`src/rtl/multi_edge_detect.sv`:
```
// Multi-channel edge detector: per-channel synchroniser, hold-time glitch filter,
// mode-qualified edge events reported as a pulse, a sticky bit and a saturating counter.
module multi_edge_detect #(
  parameter int CH          = 4,
  parameter int SYNC_STAGES = 2,
  parameter int FILT_CYC    = 3,
  parameter int CNT_W       = 8
) (
  input  logic                  clock,
  input  logic                  rst,
  input  logic [CH-1:0]         din,
  input  logic [2*CH-1:0]       mode,
  input  logic [CH-1:0]         clr,
  input  logic [CH-1:0]         cnt_clr,
  output logic [CH-1:0]         level,
  output logic [CH-1:0]         flag,
  output logic [CH-1:0]         sticky,
  output logic [CH*CNT_W-1:0]   count
);

  localparam int FCNT_W = (FILT_CYC < 1) ? 1 : $clog2(FILT_CYC + 1);
  localparam logic [FCNT_W-1:0] FILT_MAX = FCNT_W'(FILT_CYC);

  function automatic logic [CNT_W-1:0] sat_inc(input logic [CNT_W-1:0] v);
    return (v == {CNT_W{1'b1}}) ? v : v + CNT_W'(1);
  endfunction

  for (genvar i = 0; i < CH; i++) begin : g_ch
    logic [SYNC_STAGES-1:0] sync_p0;
    logic [FCNT_W-1:0]      fcnt_p1;
    logic                   level_p1;
    logic                   flag_p2;
    logic                   sticky_p2;
    logic [CNT_W-1:0]       count_p2;
    logic                   s;
    logic                   accept;
    logic                   evt;
    logic [1:0]             md;

    assign md     = mode[2*i +: 2];
    assign s      = sync_p0[SYNC_STAGES-1];
    assign accept = (s != level_p1) && (fcnt_p1 == FILT_MAX);
    // s is the new level at acceptance, so it tells rising (1) from falling (0).
    assign evt    = accept && (s ? md[0] : md[1]);

    always_ff @(posedge clock) begin
      if (rst) begin
        sync_p0   <= '0;
        fcnt_p1   <= '0;
        level_p1  <= 1'b0;
        flag_p2   <= 1'b0;
        sticky_p2 <= 1'b0;
        count_p2  <= '0;
      end else begin
        // stage p0: synchroniser chain
        sync_p0 <= {sync_p0[SYNC_STAGES-2:0], din[i]};

        // stage p1: hold-time filter
        if (s == level_p1) begin
          fcnt_p1 <= '0;
        end else if (fcnt_p1 == FILT_MAX) begin
          level_p1 <= s;
          fcnt_p1  <= '0;
        end else begin
          fcnt_p1 <= fcnt_p1 + FCNT_W'(1);
        end

        // stage p2: event reporting; a new event outranks either clear
        flag_p2   <= evt;
        sticky_p2 <= evt | (sticky_p2 & ~clr[i]);
        if (cnt_clr[i]) begin
          count_p2 <= evt ? CNT_W'(1) : '0;
        end else if (evt) begin
          count_p2 <= sat_inc(count_p2);
        end
      end
    end

    assign level[i]                = level_p1;
    assign flag[i]                 = flag_p2;
    assign sticky[i]               = sticky_p2;
    assign count[CNT_W*i +: CNT_W] = count_p2;
  end

endmodule

```
`config.mk`:
```
export PLATFORM = sky130hd
export DESIGN_NAME = multi_edge_detect
export DESIGN_NICKNAME = d
export VERILOG_FILES = /design/src/rtl/multi_edge_detect.sv
export SDC_FILE = /design/constraint.sdc
export NUM_CORES = 1
export LEC_CHECK = 0
export BUFFER_PORTS_ARGS = -buffer_cell sky130_fd_sc_hd__buf_2
export CAP_MARGIN = 15
export CORE_UTILIZATION = 25
export CTS_CLUSTER_SIZE = 10
export DETAILED_ROUTE_END_ITERATION = 8
export PLACE_DENSITY_LB_ADDON = 0.25
export SYNTH_ARGS = -nofsm -noshare
export SYNTH_HDL_FRONTEND = slang
export SYNTH_SLANG_ARGS = --single-unit
```
`constraint.sdc`:
```
create_clock -name clock -period 4.35 [get_ports clock]
set_clock_uncertainty 0.1 [all_clocks]
set_input_delay 0.87 -clock clock [delete_from_list [all_inputs] [get_ports clock]]
set_output_delay 0.87 -clock clock [all_outputs]
set_load 0.02 [all_outputs]
```
==> results of run 1 <==
==> worst paths after layout <==
kind | start | to | slack, ns
hold reg to reg | g_ch[2].fcnt_p1[0] | g_ch[2].fcnt_p1[0] | 0.32
hold / removal | g_ch[2].fcnt_p1[0] | g_ch[2].fcnt_p1[0] | 0.32
setup reg to reg | g_ch[0].fcnt_p1[0] | g_ch[0].count_p2[3] | 2.55
setup / recovery | g_ch[0].count_p2[5] | count[5] | 2.37
==> kinds of logic after synthesis <==
logic type | synth area share
and+or+nand+nor | 0.2686
buffers and inverters | 0.06535
muxes | 0.03357
xor gates and xnor gates | 0.01253
DFF | 0.4297
adders and majority gates | 0.03581
AOI/OAI and AO/OA | 0.1544
==> flip-flops by register name (all words and copies together), names as in the netlist <==
signal	cells
g_ch.fcnt_p1	8
g_ch.level_p1	4
g_ch.sticky_p2	4
g_ch.sync_p0	8
g_ch.flag_p2	4
g_ch.count_p2	32
==> metal layers <==
layer,up-vias,GRT usage
met4,0,0.05577
met5,-,0
met2,55,0.1841
met3,8,0.03269
li1,1236,-
met1,1149,0.1516
==> power by group <==
part | internal, uW | leakage [uW] | total [uW] | switching [uW]
clock network | 279 | 0.0000983 | 505 | 226
logic | 14.0 | 0.000807 | 31.1 | 17.1
registers | 554 | 0.000485 | 556 | 2.44
total | 847 | 0.00139 | 1090 | 245
==> cell usage after synthesis (3+ instances only) <==
| master | n |
|---|---|
| dfxtp_1 | 60 |
| nor2_1 | 30 |
| a21oi_1 | 21 |
| nand3_1 | 15 |
| nand2_1 | 14 |
| buf_4 | 12 |
| inv_1 | 12 |
| and3_1 | 11 |
| nor2b_1 | 10 |
| or3_1 | 10 |
| ha_1 | 8 |
| nand4b_1 | 8 |
| and2_1 | 7 |
| o31ai_1 | 7 |
| clkbuf_1 | 6 |
| mux2i_1 | 6 |
| nor3_1 | 6 |
| o21ai_0 | 6 |
| o211ai_1 | 5 |
| a21o_1 | 4 |
| nand2b_1 | 4 |
| or2_2 | 4 |
| xnor2_1 | 4 |
| a2111oi_0 | 3 |
| a211oi_1 | 3 |
| and4_1 | 3 |
| mux2_2 | 3 |
==> layout make-up <==
cell class                      instances  area [um^2]
Timing Repair Buffer                   65        325.3
Tap cell                              140        175.2
Fill cell                            1196         7528
Inverter                               12        45.04
Sequential cell                        60         1201
Clock inverter                          6        63.81
Clock buffer                           10        137.6
Multi-Input combinational cell        220         1411
==> through the flow <==
step	util	total power [uW]	instance area, um^2	setup WS, ns	hold WS, ns
5_1_grt	0.3086	1148	3359	2.248	0.3441
2_1_floorplan	-	585.3	2795	2.279	0.2974
3_5_place_dp	0.2900	601.0	3158	2.055	0.3125
3_3_place_gp	0.2900	600.2	3158	2.066	0.3051
4_1_cts	0.3086	1118	3359	2.355	0.3215
6_report	0.3086	1092	3359	2.373	0.3206
==> results, run 1 <==
- Post-CTS repair changed the size of 0 cells.
- The number of cell rows is 38.
- The library cell used most frequently in the layout, excluding fill and tap cells, is buf_2.
- The maximum single-stage delay on the critical path is 0.46 ns.
- The final period utilization is 0.4545.
- The post-CTS setup buffer count is 0.
- In the synthesized netlist the async set-or-reset flop fraction comes to 0.
- The total number of cells along the worst setup path is 1.
- The detailed placement HPWL is 4592 um.
- The number of library cell types mapped by synthesis is 49.
- The global router's overall resource usage is 0.1187.
- The critical path goes through buf_2.
- For this design, the slowest cell found on the critical path is dfxtp_1.
- For the final routed database, the setup TNS stands at 0 ns.
- The count of yosys warnings during synthesis is 0.
- The final hold violation count is 0.
- The area growth from synthesis to layout is 20.19%.
- The number of cell instances on the worst register-to-register path is 5.
- The endpoint required time on the critical path is 3.38 ns.
- The root cell of the clock tree is clkbuf_8.
- TritonCTS built the clock tree.
- Of the cells placed in the final design, the portion with a size suffix greater than 1 is 0.2466.
- The overall via count from detail_route is 2448.
- The starting utilization of the core area is 0.2567.
- The highest metal layer with signal wires is met4.
- The hold buffer count at CTS is 0.
- For this block, the routed nets add up to 6316 um of wire.
- During I/O placement, the number of pins put on the boundary was 66.
- The die width is 107.7 um.
- In this run, synthesis inferred 0 flip-flops with an integrated enable.
- The class of the tightest hold or removal check is register to register.
- The synthesized instance count is 314.
- The via count of the first global-routing pass is 2333.
- Clock-pin slew was measured on the worst setup and hold paths at 0.07 ns.
- The cell area after synthesis is 0.002795 mm^2.
- The mean cell area of the mapped netlist is 8.902 um^2.
- The peak ir drop on the vdd network is 136.1 uV.
- The share of the Yosys chip area taken by registers is 0.4297.
- The count of pins over their slew limit came to 0.
- In this run the tool buffered the top-level ports with 65 buffer cells.
- For this block, wires on met1 add up to 3084 um.
- For this run, the leading register cell type out of synthesis is dfxtp_1.
- The routed via count divided by cell count is 4.772.
- Max-cap violations in this run came to 0.
- Of all nets on the critical path, the largest fanout is 8.
- Counting every net in the synthesized netlist gives 344.
- The biggest area contributor in the post-synthesis netlist is dfxtp_1.
- The run finished with clean final reports.
- The core box area is 0.01089 mm^2.
- The first-pass iteration count of the detailed router is 4.
- The number of clock buffers inserted by TritonCTS is 9.
- For this run the aggregate overflow at the end of global routing stands at 0.
- The DRC violation count after routing is 0.
- The measured slew at the worst slew-check pin is 0.6810 ns.
- The type of the setup path with the least slack is register to output pin.
- The layout net count is 398.
- The wire length per cell after detailed routing is 12.31 um.
- The first-pass GRT wire length is 10870 um.
- Setup repair after global routing left no endpoint under its margin.
- The number of antenna violations at the first check in global routing is 0.
- The maximum buffer depth of the clock tree is 2.
- For this block, the initial DRC count from the detailed router was 91.
- Counting every sink on the clock net gives 60.
- STA classifies the critical path endpoint as an output pin.
- The total of flip-flops plus latches after synthesis is 60.
- The count of cells along the worst hold path is 1.
- The number of antenna cells inserted is 0.
- The highest clock frequency the design can meet is 0.5058 GHz.
- STA classifies the critical path startpoint as a register.
- The floorplan step defined a die boundary enclosing 0.01161 mm^2.
- The top cell types in the final layout, fill and taps aside, are 65 x buf_2, 60 x dfxtp_1, 30 x nor2_1, 21 x a21oi_1, 15 x nand3_1.
- The total setup violations reported at the end of the flow is 0.
- Together, buffers and inverters on the worst path number 1.
- The clock insertion delay at the later pin of the skew report is 0.33 ns.
- The number of cells in the finished layout apart from fillers is 513.
- The final weighted congestion in routability-driven placement is 0.7450.
- The y dimension of the die is 107.7 um.
- The final critical delay including setup and external delays is 1.977 ns.
- The share of synthesized area in the top cell type comes to 0.4297.
- Yosys attributes the largest share of cell area to dfxtp_1 43%, nor2_1 4.0%, a21oi_1 3.8%, ha_1 3.6%, buf_4 3.2%.
- The total instance count after detailed placement is 497.
- The power density of the placed cells is 325.0 mW/mm^2.
- The number of H-tree levels is 3.
- Measured against its own limit, the worst slew margin works out to 0.5460.
- The final antenna-violating net count is 0.
- Entering global routing, the biggest net connects 40 pins.
- The kind of cell with the highest combined delay along the critical path is flip-flops.
- Detailed routing placed a total of 2780 um of wire on met2.
- For this design the static power due to leakage is 0.001390 uW.
- The routed wire length on met3 is 376 um.
- The critical path data arrival time is 1.01 ns.
Power figures use the tool's default switching activity.
==> inputs of run 2 (changes only) <==
Clock period 4.35 ns to 1.9 ns, I/O delays scaled along.
==> run 2 against run 1 <==
- die area stayed put
- sequential share of layout area shrank 0.70 points
- via count increased by 1.3%
- wire length rose by 3.1%
- hold slack got worse by 0.17 ns
- clock-buffer cell count up 2
- clock power up 130%
- power is 130% higher
- non-clock buffer count up 8
- cell count grew 1.6%
- critical endpoint is now g_ch[1].count_p2[7]
- largest cell class unchanged
==> results, run 2 (synthesis gave the netlist of run 1 again) <==
- The overall via count from detail_route is 2479 (was 2448).
- The die width is 107.7 um (unchanged).
- The endpoint required time on the critical path came to 2.08 ns (was 3.38 ns).
- The pin count of the biggest net entering global routing is 16 (was 40).
- The number of sinks driven by the clock tree is 60 (unchanged).
- The register bank with the most flops was g_ch.count_p2 (unchanged).
- The capturing element type of the critical path is a register (was output pin).
- The total setup violations reported at the end of the flow is 0 (unchanged).
- The number of cell rows is 38 (unchanged).
- The category of the worst setup path launch point is a register (unchanged).
- The sum of negative setup slack is 0 ns (unchanged).
- The final hold violation count is 0 (unchanged).
- The number of fill cells in the layout is 1167 (was 1196).
- The y dimension of the die is 107.7 um (unchanged).
- The count of cells along the worst hold path is 2 (was 1).
- The power density of the placed cells came to 739.5 mW/mm^2 (was 325.0 mW/mm^2).
- The DRC violation count after routing is 0 (unchanged).
- The number of clock buffers inserted by TritonCTS came to 9 (unchanged).
- The root cell of the clock tree is clkbuf_8 (unchanged).
- The headroom to the max-slew limit is 0.6660 (was 0.5460).
- The measured slew at the worst slew-check pin is 0.4971 ns (was 0.6810 ns).
- The count of port buffers added during placement is 65 (unchanged).
- The number of antenna cells inserted is 0 (unchanged).
- The count of pins over their slew limit was 0 (unchanged).
- The DRC marker count from the first detailed-route iteration is 94 (was 91).
- The total wire length is 6512 um (was 6316 um).
- The first-pass GRT wire length is 10700 um (was 10870 um).
- The maximum net fanout on the critical path was 10 (was 8).
- The total leakage power is 0.001433 uW (was 0.001390 uW).
- The post-route total power is 2534 uW (was 1092 uW).
- The wire length per cell after detailed routing came to 12.50 um (was 12.31 um).
- The clock insertion delay at the later pin of the skew report is 0.35 ns (was 0.33 ns).
- Largest registers: g_ch.count_p2 x32, g_ch.fcnt_p1 x8, g_ch.sync_p0 x8 (unchanged).
- The peak ir drop on the vdd network is 308.0 uV (was 136.1 uV).
- Commonest cells after routing, fill and taps aside: 65 x buf_2, 60 x dfxtp_1, 30 x nor2_1, 21 x a21oi_1, 15 x nand3_1 (unchanged).
- The critical path data arrival time was 1.93 ns (was 1.01 ns).
- The final antenna-violating net count is 0 (unchanged).
- The final critical delay including setup and external delays is 1.754 ns.
- Status: completed (unchanged).
- The clock transition at the register clock pins on the worst setup and hold paths after CTS came to 0.06 ns (was 0.07 ns).
- The first-pass iteration count of the detailed router is 4 (unchanged).
- The type of the setup path with the least slack is register to register (was register to output pin).
- The class of the tightest hold or removal check is primary input to register (was register to register).
- The area growth from synthesis to layout is 22.61% (was 20.19%).
- The via count of the first global-routing pass was 2258 (was 2333).
- The commonest non-fill, non-tap cell in the layout is buf_2 (unchanged).
- The reported max-cap violation count is 0 (unchanged).
- The layout net count was 406 (was 398).
- The maximum buffer depth of the clock tree is 2 (unchanged).
- The flip-flop count of the largest register, all copies and words added is 32 (unchanged).
- The fraction of layout instances using a drive strength above 1 is 0.2625 (was 0.2466).
- The number of H-tree levels is 3 (unchanged).
- RSZ-0062 raised after global routing: false (unchanged).
- The routed via count divided by cell count came to 4.758 (was 4.772).
- The full die area is 0.01161 mm^2 (unchanged).
- The number of cell instances on the worst register-to-register path came to 5 (unchanged).
- The total grt overflow was 0 (unchanged).
- The highest clock frequency the design can meet is 0.5702 GHz.
- The starting utilization of the core area is 0.2567 (unchanged).
- The number of antenna violations at the first check in global routing is 0 (unchanged).
- The global router's overall resource usage is 0.1198 (was 0.1187).
- The final weighted congestion in routability-driven placement is 0.7557 (was 0.7450).
- The clock tree from TritonCTS is done (unchanged).
- The core box area is 0.01089 mm^2 (unchanged).
- The number of I/O pins is 66 (unchanged).
- The final period utilization is 0.9230.
- The detailed placement HPWL is 4859 um (was 4592 um).
==> run 2: stage by stage <==
stage / cells / utilization / area (um^2) / setup slack [ns] / hold slack, ns
floorplan: 314 / - / 2795 / 0.1714 / 0.2974
global placement: 505 / 0.2956 / 3218 / 0.1470 / 0.3058
detailed placement: 505 / 0.2956 / 3218 / 0.09943 / 0.3115
CTS: 521 / 0.3142 / 3421 / 0.1026 / 0.1241
global route: 521 / 0.3148 / 3427 / 0.01188 / 0.1420
finish: 521 / 0.3148 / 3427 / 0.1463 / 0.1458
==> run 2: per-layer routing <==
metal / GRT usage / part of all wire
met1: 0.1468 / 0.48
met2: 0.1841 / 0.44
met3: 0.04298 / 0.057
met4: 0.05969 / 0.022
met5: 0 / 0
==> run 2: layout make-up <==
type	count	area, um^2	area share
tap	140	175.2	0.05111
clock buffer	12	155.1	0.04527
sequential	60	1201	0.3505
timing repair buffer	73	385.4	0.1124
inverter	12	45.04	0.01314
clock inverter	4	47.55	0.01387
multi-input combinational	220	1418	0.4137
==> run 2: worst max-delay path, cell delays in order, from the launching register on <==
cell	delay, ns
dfxtp_1	0.33
ha_1	0.22
nand4b_1	0.16
and2_4	0.23
or4_1	0.50
a21oi_1	0.14
==> run 2: final timing paths <==
check                                   startpoint                  end  slack (ns)
worst max-delay path            g_ch[1].fcnt_p1[0]  g_ch[1].count_p2[7]        0.15
worst min-delay path                        din[2]   g_ch[2].sync_p0[0]        0.15
worst max register to register  g_ch[1].fcnt_p1[0]  g_ch[1].count_p2[7]        0.15
worst min register to register  g_ch[2].fcnt_p1[0]   g_ch[2].fcnt_p1[0]        0.32
==> run 2: power by group <==
| group | internal, uW | leakage, uW | total (uW) | switching (uW) |
|---|---|---|---|---|
| logic | 36.1 | 0.000846 | 78.1 | 42.0 |
| registers | 1270 | 0.000485 | 1270 | 5.86 |
| clock network | 673 | 0.000102 | 1180 | 510 |
==> run 2: timing repair <==
item,4_1_cts,5_1_grt
hold buffers,0,0
endpoints found under the setup margin,0,2
setup buffers,0,0
resized for setup,0,3
==> inputs of run 3 (changes only) <==
Settings changed: BUFFER_PORTS_ARGS -buffer_cell sky130_fd_sc_hd__buf_2 to -buffer_cell sky130_fd_sc_hd__buf_4.
==> run 3 against run 2 <==
- cell area grew 5.0%
- non-clock buffer count shrank 1
- power grew 4.5%
- die area is the same
- largest cell class unchanged
- setup slack gained 0.015 ns
- fmax grew 0.85%
- highest routed layer unchanged
- wire length grew 1.3%
- sequential cell count is the same
- sequential power is essentially flat
- global-route usage grew 0.13 points
==> results, run 3 (synthesis gave the netlist of run 1 again) <==
- The highest clock frequency the design can meet is 0.5751 GHz (was 0.5702 GHz).
- The clock transition at the register clock pins on the worst setup and hold paths after CTS is 0.07 ns (was 0.06 ns).
- The first-pass iteration count of the detailed router is 4 (unchanged).
- The peak ir drop on the vdd network is 332.0 uV (was 308.0 uV).
- The count of port buffers added during placement was 65 (unchanged).
- The maximum net fanout on the critical path came to 10 (unchanged).
- The DRC marker count from the first detailed-route iteration came to 86 (was 94).
- The layout net count is 405 (was 406).
- The commonest non-fill, non-tap cell in the layout was buf_4 (was buf_2).
- The reported max-cap violation count is 0 (unchanged).
- The internal power component came to 2088 uW (was 1977 uW).
- The final period utilization is 0.9152 (was 0.9230).
- The routed via count divided by cell count is 4.765 (was 4.758).
- The number of cell rows is 38 (unchanged).
- The global router's overall resource usage is 0.1210 (was 0.1198).
- The hold buffer count at CTS came to 0 (unchanged).
- The starting utilization of the core area is 0.2567 (unchanged).
- The total non-filler cell area in the finished layout is 0.003600 mm^2 (was 0.003427 mm^2).
- The y dimension of the die was 107.7 um (unchanged).
- The first-pass GRT wire length is 11090 um (was 10700 um).
- The fraction of layout instances using a drive strength above 1 is 0.2605 (was 0.2625).
- The register bank with the most flops was g_ch.count_p2 (unchanged).
- The category of the worst setup path launch point is a register (unchanged).
- The root cell of the clock tree was clkbuf_8 (unchanged).
- The final antenna-violating net count came to 0 (unchanged).
- The clock tree from TritonCTS is done (unchanged).
- The measured slew at the worst slew-check pin is 0.4775 ns (was 0.4971 ns).
- The critical path data arrival time came to 1.90 ns (was 1.93 ns).
- The total leakage power is 0.001442 uW (was 0.001433 uW).
- The count of pins over their slew limit came to 0 (unchanged).
- The headroom to the max-slew limit came to 0.6792 (was 0.6660).
- The total setup violations reported at the end of the flow was 0 (unchanged).
- Largest registers: g_ch.count_p2 x32, g_ch.fcnt_p1 x8, g_ch.sync_p0 x8 (unchanged).
- The post-route total power is 2647 uW (was 2534 uW).
- The relative contribution of sequential cells to total power is 0.481 (was 0.503).
- The number of sinks driven by the clock tree is 60 (unchanged).
- Commonest cells after routing, fill and taps aside: 72 x buf_4, 60 x dfxtp_1, 30 x nor2_1, 21 x a21oi_1, 15 x nand3_1 (was 65 x buf_2, 60 x dfxtp_1, 30 x nor2_1, 21 x a21oi_1, 15 x nand3_1).
- The type of the setup path with the least slack is register to register (unchanged).
- The number of antenna violations at the first check in global routing is 0 (unchanged).
- The class of the tightest hold or removal check is primary input to register (unchanged).
- The multi-input combinational cell area is 0.001420 mm^2 (was 0.001418 mm^2).
- The power density of the placed cells is 735.5 mW/mm^2 (was 739.5 mW/mm^2).
- The switching power came to 559.0 uW (was 557.4 uW).
- The area growth from synthesis to layout came to 28.78% (was 22.61%).
- The number of H-tree levels is 3 (unchanged).
- The number of clock buffers inserted by TritonCTS came to 9 (unchanged).
- The post-CTS setup buffer count is 0 (unchanged).
- The switching fraction of total power is 0.2111 (was 0.2200).
- The overall via count from detail_route was 2478 (was 2479).
- The pin count of the biggest net entering global routing came to 28 (was 16).
- The final hold violation count is 0 (unchanged).
- The capturing element type of the critical path is a register (unchanged).
- The number of I/O pins came to 66 (unchanged).
- The core box area is 0.01089 mm^2 (unchanged).
- Status: completed (unchanged).
- The register area is 0.001201 mm^2 (unchanged).
- The flip-flop count of the largest register, all copies and words added is 32 (unchanged).
- The clock share of power is 0.485 (was 0.467).
- The DRC violation count after routing is 0 (unchanged).
- The detailed placement HPWL came to 4851 um (was 4859 um).
- The part of the total power dissipated in combinational logic is 0.034 (was 0.031).
- The maximum buffer depth of the clock tree is 2 (unchanged).
- The total grt overflow is 0 (unchanged).
- The clock insertion delay at the later pin of the skew report was 0.33 ns (was 0.35 ns).
- The number of antenna cells inserted is 0 (unchanged).
- The worst hold-check slack is 0.1582 ns (was 0.1458 ns).
- The via count of the first global-routing pass came to 2340 (was 2258).
- The number of cells in the finished layout apart from fillers is 520 (was 521).
- The number of fill cells in the layout came to 1135 (was 1167).
- The wire length per cell after detailed routing is 12.68 um (was 12.50 um).
- The area after detailed placement is 0.003373 mm^2 (was 0.003218 mm^2).
- The full die area came to 0.01161 mm^2 (unchanged).
- The endpoint required time on the critical path was 2.06 ns (was 2.08 ns).
- The total wire length is 6594 um (was 6512 um).
- The final weighted congestion in routability-driven placement is 0.7298 (was 0.7557).
- The final critical delay including setup and external delays is 1.739 ns (was 1.754 ns).
- The die width came to 107.7 um (unchanged).
- The total instance count after detailed placement is 504 (was 505).
==> run 3: power groups by stage <==
stage          registers, uW  clock network (uW)  logic [uW]
6_report                1270                1280        89.3
2_1_floorplan           1300                   0        39.3
4_1_cts                 1270                1330        91.6
3_5_place_dp            1300                   0        91.2
5_1_grt                 1270                1390         101
3_3_place_gp            1300                   0        90.2
==> run 3: area by class of cell <==
type / count / area share
clock inverter: 4 / 0.02016
clock buffer: 12 / 0.04032
inverter: 12 / 0.01251
timing repair buffer: 72 / 0.1502
sequential: 60 / 0.3337
tap: 140 / 0.04866
multi-input combinational: 220 / 0.3945
==> run 3: final timing paths <==
kind,startpoint,slack [ns],endpoint,cells past startpoint
setup / recovery,g_ch[1].fcnt_p1[0],0.16,g_ch[1].count_p2[7],5
hold / removal,din[0],0.16,g_ch[0].sync_p0[0],2
setup reg to reg,g_ch[1].fcnt_p1[0],0.16,g_ch[1].count_p2[7],5
hold reg to reg,g_ch[3].fcnt_p1[0],0.33,g_ch[3].fcnt_p1[0],1
==> run 3: timing repair <==
action	4_1_cts	5_1_grt
endpoints found under the hold margin	0	0
resized for setup	0	4
endpoints found under the setup margin	0	3
==> run 3: per-layer routing <==
| layer | part of all wire | wire length (um) | up-vias | GRT usage |
|---|---|---|---|---|
| met4 | 0.014 | 94 | 0 | 0.04110 |
| met3 | 0.058 | 380 | 10 | 0.03874 |
| li1 | - | - | 1255 | - |
| met1 | 0.48 | 3163 | 1153 | 0.1578 |
| met5 | 0 | 0 | - | 0 |
| met2 | 0.45 | 2955 | 60 | 0.1868 |
==> run 3: through the flow <==
| step | utilization | TNS (ns) | setup WS, ns |
|---|---|---|---|
| final | 0.3306 | 0 | 0.1611 |
| after global routing | 0.3306 | -0.0005633 | -0.0005633 |
| after CTS | 0.3298 | 0 | 0.09123 |
| after detailed placement | 0.3098 | 0 | 0.09354 |
| after global placement | 0.3098 | 0 | 0.1766 |
| after floorplan | - | 0 | 0.1714 |
==> run 3: worst max-delay path, stage by stage (launching register included) <==
cell	delay, ns
dfxtp_1	0.34
ha_2	0.21
nand4b_1	0.15
and2_4	0.23
or4_1	0.50
a21oi_1	0.14
